<file path="src/rtl/mc_ctrl.sv">
// Multi-cycle sequencing controller: steps one instruction through FETCH/DECODE/EXEC/MEM/WB,
// counts retired instructions and traps illegal instructions or memory timeouts in FAULT.
module mc_ctrl #(
    parameter int MEM_TIMEOUT = 15,
    parameter int CNT_W       = 32
) (
    input  logic             clk,
    input  logic             reset,
    input  logic             run,
    input  logic             imem_ready,
    input  logic             dmem_ready,
    input  logic             branch,
    input  logic             jump,
    input  logic             memread,
    input  logic             memwrite,
    input  logic             regwrite,
    input  logic             illegal,
    input  logic             br_taken,
    output logic             imem_req,
    output logic             ir_we,
    output logic             pc_we,
    output logic             pc_sel,
    output logic             dmem_re,
    output logic             dmem_we,
    output logic             rf_we,
    output logic [2:0]       state,
    output logic             fault,
    output logic [CNT_W-1:0] retired
);

    localparam int TMO_W = $clog2(MEM_TIMEOUT + 1);

    typedef enum logic [2:0] {
        S_IDLE   = 3'd0,
        S_FETCH  = 3'd1,
        S_DECODE = 3'd2,
        S_EXEC   = 3'd3,
        S_MEM    = 3'd4,
        S_WB     = 3'd5,
        S_FAULT  = 3'd7
    } state_t;

    state_t           state_q;
    state_t           state_d;
    logic [TMO_W-1:0] tmo_cnt;
    logic             tmo_hit;
    logic             br_taken_q;
    logic             commit;
    logic             stalled;

    assign tmo_hit = (tmo_cnt == TMO_W'(MEM_TIMEOUT - 1));
    assign stalled = ((state_q == S_FETCH) && !imem_ready) ||
                     ((state_q == S_MEM) && !dmem_ready);

    always_comb begin
        state_d  = state_q;
        imem_req = 1'b0;
        ir_we    = 1'b0;
        dmem_re  = 1'b0;
        dmem_we  = 1'b0;
        rf_we    = 1'b0;
        pc_we    = 1'b0;
        pc_sel   = 1'b0;
        commit   = 1'b0;
        case (state_q)
            S_IDLE: begin
                if (run) state_d = S_FETCH;
            end
            S_FETCH: begin
                imem_req = 1'b1;
                if (imem_ready) begin
                    ir_we   = 1'b1;
                    state_d = S_DECODE;
                end else if (tmo_hit) begin
                    state_d = S_FAULT;
                end
            end
            S_DECODE: begin
                if (illegal || (memread && memwrite)) state_d = S_FAULT;
                else                                   state_d = S_EXEC;
            end
            S_EXEC: begin
                if (memread || memwrite) state_d = S_MEM;
                else if (regwrite)       state_d = S_WB;
                else                     commit  = 1'b1;
            end
            S_MEM: begin
                dmem_re = memread;
                dmem_we = memwrite;
                if (dmem_ready) begin
                    if (memread && regwrite) state_d = S_WB;
                    else                     commit  = 1'b1;
                end else if (tmo_hit) begin
                    state_d = S_FAULT;
                end
            end
            S_WB: begin
                rf_we  = 1'b1;
                commit = 1'b1;
            end
            S_FAULT: state_d = S_FAULT;
            default: state_d = S_FAULT;
        endcase
        if (commit) begin
            pc_we   = 1'b1;
            // A commit in EXEC sees the live compare; later commits use the copy taken at EXEC.
            pc_sel  = jump | (branch & ((state_q == S_EXEC) ? br_taken : br_taken_q));
            state_d = run ? S_FETCH : S_IDLE;
        end
    end

    always_ff @(posedge clk or posedge reset) begin
        if (reset) begin
            state_q    <= S_IDLE;
            retired    <= '0;
            tmo_cnt    <= '0;
            br_taken_q <= 1'b0;
        end else begin
            state_q <= state_d;
            if (commit) retired <= retired + CNT_W'(1);
            if (state_q == S_EXEC) br_taken_q <= br_taken;
            if (state_d != state_q) tmo_cnt <= '0;
            else if (stalled)       tmo_cnt <= tmo_cnt + TMO_W'(1);
        end
    end

    assign state = state_q;
    assign fault = (state_q == S_FAULT);

endmodule

</file>
<file path="config.mk">
export PLATFORM = sky130hd
export DESIGN_NAME = mc_ctrl
export DESIGN_NICKNAME = d
export VERILOG_FILES = /design/src/rtl/mc_ctrl.sv
export SDC_FILE = /design/constraint.sdc
export NUM_CORES = 1
export LEC_CHECK = 0
export ABC_CLOCK_PERIOD_IN_PS = 4110
export CAP_MARGIN = 15
export CORE_MARGIN = 10
export CORE_UTILIZATION = 52
export DETAILED_ROUTE_END_ITERATION = 8
export GPL_TIMING_DRIVEN = 0
export PLACE_DENSITY_LB_ADDON = 0.1
export SLEW_MARGIN = 20
export SYNTH_ARGS = -nofsm -noshare
export SYNTH_HDL_FRONTEND = slang
export SYNTH_SLANG_ARGS = --single-unit
export TNS_END_PERCENT = 20
</file>
<file path="constraint.sdc">
create_clock -name clk -period 4.11 [get_ports clk]
set_input_delay 0.6165 -clock clk [delete_from_list [all_inputs] [get_ports clk]]
set_output_delay 0.6165 -clock clk [all_outputs]
set_load 0.02 [all_outputs]
</file>
==> flow_summary.ini <==
[pwr]
p_per_area_nw_per_um2 = 508
leakage_nw = 1.13
ir_worst_vdd_v = 0.000211
finalPower_mw = 1.45

[critical_path]
critPathRequiredTime_ns = 3.49
path_max_fanout = 10
cp-start-kind = input port
cp_common_cell = clkdlybuf4s50_1
rrSetupSlack_ns = 1.90
cp_slowest_stage_delay_ns = 0.61
crit_arrival_ns = 3.02
path_buf_inv = 3
reg2reg_to = retired[26]
critical_path_class = input port to primary output
reg2reg_from = retired[0]
critical_path.cell_chain = clkdlybuf4s50_1 > or3_1 > or3_4 > and2_4 > buf_6 > nor2_1 > clkdlybuf4s50_1
critPathTopFamily = buffers and inverters
cp-end-kind = primary output
reg2reg_depth = 6
slowest_stage = clkdlybuf4s50_1

[clock_network]
cts-resized-gates = 0
clk_pin_slew_ns = 0.08
cts_tree = yes
numCtsBuffers = 5
postCtsHoldBufs = 0
htree_levels = 2
cts_setup_buffers = 0
cts_buffer_depth = 2
cts-root-buf = clkbuf_8
clkLatencyLatePin_ns = 0.29
cts_sinks = 40

[route]
first_iter_violations = 93
drt_wl_total_um = 5170
avgRoutedWirePerCell_um = 16.0
post-route-drc-count = 0
vias_per_cell = 5.61
drt_first_pass_iters = 4
drt.antenna.violating_nets = 0
vias = 1817

[placement]
post-place-ws_ns = 0.493
gp_congestion = 0.874
place_hpwl_um = 3810
portBuffers = 54

[global_route]
antenna_found_initial = 0
grt_max_degree = 28
grt_pass1_wl_um = 8920
overflow = 0
grt_usage_pct = 15.1
grt_pass1_vias = 1790

[logic_synthesis]
synthCells = 212
ys_types = 45
synth_nets = 227
synth_area_um2 = 2150
synthArstFlopShare_pct = 100
yosys_warnings = 0
ys.flop_type = dfrtp_1
synth-edff-count = 0
syn-mean-instance-area_um2 = 10.1
yosysSeqAreaShare_pct = 46.6
ys_ff_latch = 40

[sta]
skew_ns = 0.00781
hold_violations = 0
worstMarginPinSlew_ns = 0.681
fin_crit_sh_pct = 88.6
holdWs_ns = 0.487
setup_ws_ns = 0.470
max_freq_mhz = 275
rsz0062_at_grt = no
setup_viol = 0
finalCriticalPeriod_ns = 3.64
tns_ns = 0
slew_violations = 0
relSlewSlack_pct = 54.2

[finish]
fin_nets = 289
drive_above_1_share_pct = 9.49
antenna_cells = 0
final_core_util_pct = 71.3
final_common_cell = clkdlybuf4s50_1
fill_cells = 321
final_cell_mix = clkdlybuf4s50_1 (54), dfrtp_1 (40), xnor2_1 (22), nand2_1 (21), nor2_1 (18)
syn2layout_area_growth_pct = 32.8

[die]
die_area_um2 = 7100
die_h_um = 84.3
start_util_pct = 53.7
core_um2 = 4000
rows = 23
io_pins = 55
dieWidth_um = 84.3

[outcome]
outcome = completed

[min_path]
worstHoldEndpoint = retired[31]
min_path_cells = 1
hold_path.class = register to register
hold_path_startpoint = retired[31]

[job]
maxCapViolCount = 0
## per-stage QoR
| stage | area (um2) | cells |
|---|---|---|
| finish | 2850 | 324 |
| floorplan | 2150 | 212 |
| detailed placement | 2770 | 317 |
| global placement | 2750 | 316 |
| CTS | 2850 | 324 |
| global route | 2850 | 324 |
## cell families after synthesis
group / Yosys count / synth area share (%)
buffers and inverters: 12 / 2.80
adders and majority gates: 3 / 1.75
DFF: 40 / 46.6
xor gates and xnor gates: 34 / 13.9
AOI/OAI and AO/OA: 25 / 9.09
muxes: 1 / 0.524
and+or+nand+nor: 97 / 25.4
## registers in the layout (all words and copies together) (netlist names)
name / flops
retired: 32
tmo_cnt: 4
state: 3
br_taken_q: 1
## where the power goes
| group | internal [mW] | total (mW) | switching [mW] |
|---|---|---|---|
| logic | 0.296 | 0.662 | 0.366 |
| clock network | 0.115 | 0.256 | 0.141 |
| registers | 0.454 | 0.531 | 0.0767 |
## cell type report
type / instances / area (um2) / share of cell area [%]
timing repair buffer: 55 / 561 / 19.6
inverter: 8 / 30.0 / 1.05
clock buffer: 5 / 68.8 / 2.41
sequential: 40 / 1000 / 35.1
tap: 50 / 62.6 / 2.19
buffer: 4 / 30.0 / 1.05
multi-input combinational: 160 / 1090 / 38.1
clock inverter: 2 / 12.5 / 0.439
## worst max path at each step
stage	startpoint	end	slack, ns	cells past startpoint
after global placement	memread	pc_sel	0.49	7
after floorplan	memread	pc_sel	1.50	5
after CTS	memread	pc_sel	0.48	7
after global routing	memread	pc_sel	0.31	7
final	memread	pc_sel	0.47	7
after detailed placement	memread	pc_sel	0.49	7
## cell usage after synthesis, types with 4 or more instances
library cell   n  area share, %
dfrtp_1       40             47
xnor2_1       22            9.0
nand2_1       21            3.7
nor2_1        18            3.1
xor2_1        12            4.9
nand3_1       11            2.6
nand4_1       10            2.9
inv_1          8            1.4
nor3_1         7            1.6
o21ai_0        5            1.2
a21oi_1        4           0.93
and3_1         4            1.2
nand2b_1       4            1.2
## per-layer routing
metal | routed length (um) | share of wire, % | GRT usage (%)
met4 | 38 | 0.74 | 5.63
met3 | 443 | 8.6 | 5.99
met5 | 0 | 0 | 0
met1 | 2380 | 46 | 19.5
met2 | 2310 | 45 | 22.0
(Power assumes the default switching activity.)
